--- src/rtl/mips_isa_pkg.sv ---
// rtl/mips_isa_pkg.sv - MIPS mnemonic codes, opcode/funct constants and word packers
package mips_isa_pkg;

    // Symbolic instruction codes carried on in_mnem; codes above MN_BGEZ are illegal
    typedef enum logic [4:0] {
        MN_NOP  = 5'd0,
        MN_ADD  = 5'd1,
        MN_SUB  = 5'd2,
        MN_AND  = 5'd3,
        MN_OR   = 5'd4,
        MN_SLT  = 5'd5,
        MN_NOR  = 5'd6,
        MN_XOR  = 5'd7,
        MN_SLL  = 5'd8,
        MN_SRL  = 5'd9,
        MN_JR   = 5'd10,
        MN_ADDI = 5'd11,
        MN_ORI  = 5'd12,
        MN_XORI = 5'd13,
        MN_LW   = 5'd14,
        MN_SW   = 5'd15,
        MN_BEQ  = 5'd16,
        MN_BNE  = 5'd17,
        MN_J    = 5'd18,
        MN_JAL  = 5'd19,
        MN_BLTZ = 5'd20,
        MN_BGEZ = 5'd21
    } mnem_e;

    // Primary opcodes
    localparam logic [5:0] OP_RTYPE  = 6'h00;
    localparam logic [5:0] OP_REGIMM = 6'h01;
    localparam logic [5:0] OP_J      = 6'h02;
    localparam logic [5:0] OP_JAL    = 6'h03;
    localparam logic [5:0] OP_BEQ    = 6'h04;
    localparam logic [5:0] OP_BNE    = 6'h05;
    localparam logic [5:0] OP_ADDI   = 6'h08;
    localparam logic [5:0] OP_ORI    = 6'h0D;
    localparam logic [5:0] OP_XORI   = 6'h0E;
    localparam logic [5:0] OP_LW     = 6'h23;
    localparam logic [5:0] OP_SW     = 6'h2B;

    // R-type funct codes
    localparam logic [5:0] F_SLL = 6'h00;
    localparam logic [5:0] F_SRL = 6'h02;
    localparam logic [5:0] F_JR  = 6'h08;
    localparam logic [5:0] F_ADD = 6'h20;
    localparam logic [5:0] F_SUB = 6'h22;
    localparam logic [5:0] F_AND = 6'h24;
    localparam logic [5:0] F_OR  = 6'h25;
    localparam logic [5:0] F_XOR = 6'h26;
    localparam logic [5:0] F_NOR = 6'h27;
    localparam logic [5:0] F_SLT = 6'h2A;

    // REGIMM branches select the condition through the rt field
    localparam logic [4:0] RT_BLTZ = 5'b00000;
    localparam logic [4:0] RT_BGEZ = 5'b00001;

    // funct field for an R-type mnemonic; zero for anything else
    function automatic logic [5:0] rtype_funct(input logic [4:0] m);
        logic [5:0] f;
        f = 6'h00;
        case (m)
            MN_ADD: f = F_ADD;
            MN_SUB: f = F_SUB;
            MN_AND: f = F_AND;
            MN_OR:  f = F_OR;
            MN_SLT: f = F_SLT;
            MN_NOR: f = F_NOR;
            MN_XOR: f = F_XOR;
            MN_SLL: f = F_SLL;
            MN_SRL: f = F_SRL;
            MN_JR:  f = F_JR;
            default: f = 6'h00;
        endcase
        return f;
    endfunction

    function automatic logic [31:0] pack_r(input logic [4:0] rs, input logic [4:0] rt,
                                           input logic [4:0] rd, input logic [4:0] shamt,
                                           input logic [5:0] funct);
        return {OP_RTYPE, rs, rt, rd, shamt, funct};
    endfunction

    function automatic logic [31:0] pack_i(input logic [5:0] op, input logic [4:0] rs,
                                           input logic [4:0] rt, input logic [15:0] imm);
        return {op, rs, rt, imm};
    endfunction

    function automatic logic [31:0] pack_j(input logic [5:0] op, input logic [25:0] target);
        return {op, target};
    endfunction

endpackage

--- src/rtl/instr_encode.sv ---
// rtl/instr_encode.sv - combinational packer from mnemonic + fields to a 32-bit MIPS word
module instr_encode
    import mips_isa_pkg::*;
(
    input  logic [4:0]  mnem,
    input  logic [4:0]  rs,
    input  logic [4:0]  rt,
    input  logic [4:0]  rd,
    input  logic [4:0]  shamt,
    input  logic [15:0] imm,
    input  logic [25:0] target,
    output logic [31:0] word,
    output logic        legal
);

    // Select the format per mnemonic; fields the format does not use are forced to zero
    always_comb begin
        word  = 32'h0;
        legal = 1'b1;
        case (mnem)
            MN_NOP:  word = 32'h0;
            MN_ADD, MN_SUB, MN_AND, MN_OR, MN_SLT, MN_NOR, MN_XOR:
                     word = pack_r(rs, rt, rd, 5'd0, rtype_funct(mnem));
            MN_SLL, MN_SRL:
                     word = pack_r(5'd0, rt, rd, shamt, rtype_funct(mnem));
            MN_JR:   word = pack_r(rs, 5'd0, 5'd0, 5'd0, F_JR);
            MN_ADDI: word = pack_i(OP_ADDI, rs, rt, imm);
            MN_ORI:  word = pack_i(OP_ORI,  rs, rt, imm);
            MN_XORI: word = pack_i(OP_XORI, rs, rt, imm);
            MN_LW:   word = pack_i(OP_LW,   rs, rt, imm);
            MN_SW:   word = pack_i(OP_SW,   rs, rt, imm);
            MN_BEQ:  word = pack_i(OP_BEQ,  rs, rt, imm);
            MN_BNE:  word = pack_i(OP_BNE,  rs, rt, imm);
            MN_BLTZ: word = pack_i(OP_REGIMM, rs, RT_BLTZ, imm);
            MN_BGEZ: word = pack_i(OP_REGIMM, rs, RT_BGEZ, imm);
            MN_J:    word = pack_j(OP_J,   target);
            MN_JAL:  word = pack_j(OP_JAL, target);
            default: begin
                word  = 32'h0;
                legal = 1'b0;
            end
        endcase
    end

endmodule

--- src/rtl/instr_encoder_loader.sv ---
// rtl/instr_encoder_loader.sv - streams encoded instructions into imem at consecutive addresses
module instr_encoder_loader
    import mips_isa_pkg::*;
#(
    parameter int DEPTH  = 64,
    parameter int ADDR_W = $clog2(DEPTH)
) (
    input  logic              clk,
    input  logic              rst_n,
    input  logic              clr,
    input  logic              in_valid,
    output logic              in_ready,
    input  logic [4:0]        in_mnem,
    input  logic [4:0]        in_rs,
    input  logic [4:0]        in_rt,
    input  logic [4:0]        in_rd,
    input  logic [4:0]        in_shamt,
    input  logic [15:0]       in_imm,
    input  logic [25:0]       in_target,
    output logic              imem_we,
    output logic [ADDR_W-1:0] imem_addr,
    output logic [31:0]       imem_wdata,
    output logic [ADDR_W:0]   count,
    output logic              full,
    output logic              err
);

    // count value at which the accepted word is the last one that fits
    localparam logic [ADDR_W:0] LAST = (ADDR_W+1)'(DEPTH - 1);
    localparam logic [ADDR_W:0] ONE  = (ADDR_W+1)'(1);

    logic [31:0] enc_word;
    logic        enc_legal;
    logic        accept;

    instr_encode u_encode (
        .mnem   (in_mnem),
        .rs     (in_rs),
        .rt     (in_rt),
        .rd     (in_rd),
        .shamt  (in_shamt),
        .imm    (in_imm),
        .target (in_target),
        .word   (enc_word),
        .legal  (enc_legal)
    );

    // clr blocks the handshake in the same cycle so nothing is lost across a restart
    assign in_ready = !full && !clr;
    assign accept   = in_valid && in_ready;

    // Output register stage, write pointer and sticky full/err flags
    always_ff @(posedge clk or negedge rst_n) begin
        if (!rst_n) begin
            imem_we    <= 1'b0;
            imem_addr  <= '0;
            imem_wdata <= 32'h0;
            count      <= '0;
            full       <= 1'b0;
            err        <= 1'b0;
        end else if (clr) begin
            imem_we <= 1'b0;
            count   <= '0;
            full    <= 1'b0;
            err     <= 1'b0;
        end else begin
            imem_we <= accept && enc_legal;
            if (accept && enc_legal) begin
                imem_addr  <= count[ADDR_W-1:0];
                imem_wdata <= enc_word;
                count      <= count + ONE;
                if (count == LAST) begin
                    full <= 1'b1;
                end
            end
            if (accept && !enc_legal) begin
                err <= 1'b1;
            end
        end
    end

endmodule

--- config.mk ---
export PLATFORM = sky130hd
export DESIGN_NAME = instr_encoder_loader
export DESIGN_NICKNAME = d
export VERILOG_FILES = /design/src/rtl/mips_isa_pkg.sv /design/src/rtl/instr_encode.sv /design/src/rtl/instr_encoder_loader.sv
export SDC_FILE = /design/constraint.sdc
export NUM_CORES = 1
export LEC_CHECK = 0
export ABC_CLOCK_PERIOD_IN_PS = 1600
export CORE_MARGIN = 5
export CORE_UTILIZATION = 35
export DETAILED_ROUTE_END_ITERATION = 7
export PLACE_DENSITY_LB_ADDON = 0.08
export SLEW_MARGIN = 20
export SYNTH_ARGS = -nofsm -noshare
export SYNTH_HDL_FRONTEND = slang
export SYNTH_HIERARCHICAL = 1
export SYNTH_SLANG_ARGS = --single-unit
--- constraint.sdc ---
create_clock -name clk -period 1.6 [get_ports clk]
set_input_delay 0.32 -clock clk [delete_from_list [all_inputs] [get_ports clk]]
set_output_delay 0.32 -clock clk [all_outputs]
set_load 0.02 [all_outputs]
# == Word level (Yosys, flattened, before mapping) ==
# Memories as Yosys holds them, arrays and structs flattened.
# Cells that the tools add are included.
# classes
n_addsub,1
n_eq_ne,22
muxes,12
bitwise,1
n_reduce_logical,16
# op_table
cell,count
$pmux 32 s14,1
$eq 5x4->1 const B,8
$eq 5x5->1 const B,6
$reduce_or 22->1,1
$eq 5x3->1 const B,4
$mux 7,2
$mux 6,2
$eq 5x2->1 const B,2
$add 7x1->7 const B,1
$eq 7x6->1 const B,1
$mux 1,7
$reduce_or 7->1,1
$reduce_bool 2->1,3
$eq 5x1->1 const B,1
$logic_not 5->1,1
$logic_and 1x1->1,4
$reduce_and 2->1,2
$logic_not 1->1,3
$reduce_or 2->1,1
$not 1->1,1
# word_totals
reg_bits,48
rom_bits,160
input_bits,71
out_inout_bits,49
word_cells,60
n_memories,2
# mem_list
name,words,width,read_ports,rd_clocked_by_memory_dff,write_ports,line,rtl
(name not given),16,5,1,0,0,mips_isa_pkg.sv:63,case (m)
(name not given),16,5,1,0,0,mips_isa_pkg.sv:63,

# == Longest topological paths before layout ==
# logic_depth
depth_word,7
ltp_mapped,10
depth_no_buf,6

# == Cells and area by module ==
# The synthesis kept the hierarchy.
# modules_own_cells
module,instances,cells_per_inst,area_each_um2,seq_area_each_um2
instr_encoder_loader,1,205,1901.8,1201.2
instr_encode,1,115,762.0,0.0

# == Worst setup path before layout ==
# No wires, ideal clock.
# synth_timing
path_kind,in2reg
startpoint,in in_mnem[2]
endpoint,reg count[4]
arrival_time_ns,1.583
setup_slack_ns,-0.111
stages,9
n_path_buf,3
cell_sequence,buf_4 buf_2 a21o_1 nand2_1 nand4bb_1 buf_2 clkinv_4 nand4_1 mux2_1
# synth_via
elab_chain_len,5
word_cells_on_any_way,26
# synth_lines
element,line,rtl
start: declaration,instr_encoder_loader.sv:13,"input logic [4:0] in_mnem,"
"$eq 5x4->1, or another cell as far along",instr_encode.sv:20,case (mnem)
$reduce_or 22->1 (no line) (*),--,
$mux 1 (*),instr_encode.sv:20,
net enc_legal,instr_encoder_loader.sv:33,logic enc_legal;
$logic_and 1x1->1 (*),instr_encoder_loader.sv:68,if (accept && enc_legal) begin
$reduce_bool 2->1 (no line) (*),--,
end signal: assignment,instr_encoder_loader.sv:71,count <= count + ONE;
end: declaration,instr_encoder_loader.sv:23,"output logic [ADDR_W:0] count,"
# Mark *: on every way through the listed nets, which the timed path passes. The rest lies on a longest branch.
# A chain may end at the register's enable or synchronous reset.

# == Worst setup path in the final report ==
# layout_timing
startpoint,reg imem_we
endpoint,out imem_we
# layout_rtl
element,line,rtl
start: declaration,instr_encoder_loader.sv:20,"output logic imem_we,"
start signal: assignment,instr_encoder_loader.sv:67,imem_we <= accept && enc_legal;
# No word-level cell between the ends.

==> impl_metrics.yaml <==
timing:
  min_period_over_period_pct: 96.91
  grt_setup_unrepaired: "no"
  whs_ns: 0.4735
  layout_min_cycle_time_ns: 1.551
  clock_skew_ns: 0.004417
  final_max_slew_viol_count: 0
  fmax_mhz: 644.9
  finalSetupViolCount: 0
  hold_viol_final: 0
route:
  drc: 0
  drt_pass1_iterations: 4
  wire_per_inst_um: 13.70
  drt_iter0_drc: 102
  viasPerCell: 4.725
  ant_nets: 0
  vias: 2679
  wirelength_mm: 7.767
critical_path:
  startpoint_type: "register"
  cp.buffers_inverters: 1
  cp-startpoint: "imem_we"
  cp_top_family: "buffers and inverters"
  cp.arrival_ns: 1.23
  crit_fanout: 1
  worst_setup_path_end_kind: "output pin"
  slowest_stage: "clkdlybuf4s50_1"
  crit_path_cell_trace: "clkdlybuf4s50_1"
  path_class: "register to output pin"
  critPathMaxStageDelay_ns: 0.59
  crit_cells: 1
  r2r-start: "full"
  r2r_setup_slack_ns: 0.27
  reg2reg_depth: 4
  worstSetupEndpoint: "imem_we"
  worstPathRequired_ns: 1.28
  r2r_end: "count[5]"
grt:
  antenna_found_initial: 0
  overflow: 0
  track_usage_pct: 16.25
  grt_start_max_net_pins: 49
  grt_pass1_wl_mm: 12.80
  grt_pass1_vias: 2613
power:
  powerDensity_nw_per_um2: 762.4
  internal-power_uw: 2306
  pwr-share-seq_pct: 42.2
  switching_share_pct: 30.48
  switchingPower_uw: 1011
  pwr-share-clk_pct: 27.7
  comb_power_share_pct: 30.1
  p_leak_uw: 0.002402
  ir_drop_v: 0.0004051
  totalPowerFinal_uw: 3317
die:
  fp.dieH_um: 97.24
  rows: 31
  die_area_um2: 9456
  core-area_um2: 7331
  die_w_um: 97.24
  ios: 120
  start_util_pct: 36.34
final_layout:
  layout_commonest_cell: "nand2_1"
  final_util_pct: 59.34
  drive_gt1_share_pct: 14.10
  syn2layout_area_growth_pct: 63.32
  final_net_count: 539
  n_antenna_cell: 0
  mostFrequentLayoutCells: "nand2_1 (120), clkdlybuf4s50_1 (65), dfrtp_1 (48)"
clock_network:
  htreeDepth: 2
  clock_latency_ns: 0.30
  clock_sinks: 48
  cts_tree: "yes"
  cts_buffers: 5
  clk_path_buf_depth: 2
  path_clk_slew_ns: 0.10
  cts_setup_buffers: 0
  cts_root_buffer: "clkbuf_8"
place:
  port_buffers: 119
  hpwl_mm: 5.873
  gp_congestion: 0.8047
flow_run:
  cap_violations: 0
outcome:
  status: "finished, final reports clean"
synth:
  synth_cell_types: 42
  ys_ff_latch: 48
  synth_nets: 392
  syn-instance-count: 320
  avgSynthCellArea_um2: 8.324
  yosysSeqAreaShare_pct: 45.09
  ys_warn_count: 6
  netlist_area_um2: 2664
worst_hold_path:
  hp-class: "register to register"
[sequential cells by signal, summed over array words and instances (netlist names)]
signal and flops:
imem_wdata 32, err 1, count 7, imem_we 1
full 1, imem_addr 6
[cell families (layout without fill, tap and decap cells)]
group / after synthesis / after routing / share of synthesized area, %
other: 1 / 1 / 0.1408
adder cells (fa/ha/maj): 1 / 1 / 0.4696
buffers and inverters: 33 / 181 / 6.904
AO/OA/AOI/OAI: 55 / 55 / 15.97
XOR/XNOR: 1 / 1 / 0.3289
flip-flops: 48 / 48 / 45.09
AND/OR/NAND/NOR: 175 / 175 / 28.75
multiplexers: 6 / 6 / 2.349
[synthesized netlist by cell type]
cell type	n	area share, %
a21o_1	1	0.28
a21oi_1	12	2.3
a221o_1	7	2.6
a222oi_1	5	1.9
a22o_1	12	3.9
a22oi_1	1	0.28
a31o_2	1	0.33
a31oi_1	1	0.24
and2_1	1	0.24
and3_1	2	0.47
buf_2	11	2.1
buf_4	7	2.0
buf_6	2	0.85
clkbuf_1	3	0.42
clkinv_4	1	0.33
conb_1	1	0.14
dfrtp_1	48	45
ha_1	1	0.47
inv_1	9	1.3
mux2_1	2	0.85
mux2i_1	4	1.5
nand2_1	120	17
nand2b_1	6	1.4
nand4_1	4	0.94
nand4bb_1	1	0.42
nor2_1	20	2.8
nor2_2	1	0.24
nor2b_1	13	3.1
nor3_1	1	0.19
nor3_2	1	0.38
nor3b_1	2	0.56
nor3b_2	1	0.47
o21ai_0	7	1.3
o21ai_1	1	0.19
o22ai_1	2	0.47
o22ai_2	2	0.94
o2bb2ai_1	1	0.33
o31ai_1	1	0.28
o32ai_2	1	0.61
or2b_4	1	0.42
or3_1	1	0.24
xnor2_1	1	0.33
[worst min path at each step]
stage                         from              to  slack [ns]  cells past startpoint
floorplan                    rst_n        count[0]        0.02                      0
global placement             rst_n   imem_wdata[6]        0.33                      2
detailed placement           rst_n  imem_wdata[10]        0.33                      2
CTS                  imem_wdata[3]   imem_wdata[3]        0.48                      2
global route        imem_wdata[30]  imem_wdata[30]        0.50                      2
finish               imem_wdata[3]   imem_wdata[3]        0.47                      2
[layer usage]
layer	track usage (%)	vias to the layer above	part of all wire [%]	wire, um
met3	5.097	6	6.8	530
li1	-	1365	-	-
met2	26.54	90	46	3581
met1	21.36	1218	46	3584
met4	3.195	0	0.90	70
met5	0	-	0	0
[repair_timing]
action / 4_1_cts / 5_1_grt
hold buffers: 1 / 0
pin swaps: 0 / 2
gates resized for setup: 45 / 17
endpoints found under the hold margin: 2 / 0
endpoints found under the setup margin: 83 / 32
[metrics by stage]
stage               TNS (ns)  setup WS (ns)  cell area, um^2  cells
detailed placement    -21.90        -0.5130             4210    558
floorplan           -0.05292       -0.02740             2699    320
global placement      -21.32        -0.4971             4210    558
finish                     0        0.04938             4350    567
global route               0       0.005513             4350    567
CTS                        0      0.0007681             4299    567
[power by group through the flow]
stage	registers, uW	logic, uW	clock network [uW]
finish	1400	1000	918
global route	1420	1090	988
CTS	1400	1010	951
detailed placement	1430	1070	0
global placement	1430	1060	0
floorplan	1580	319	0
[layout make-up]
type | instances | area, um^2
Multi-Input combinational cell | 239 | 1324
Tap cell | 99 | 123.9
Clock inverter | 3 | 46.29
Timing Repair Buffer | 163 | 1544
Clock buffer | 5 | 68.82
Sequential cell | 48 | 1201
Fill cell | 666 | 2980
Inverter | 10 | 42.54
No activity file was read; power rests on OpenSTA's default activity.
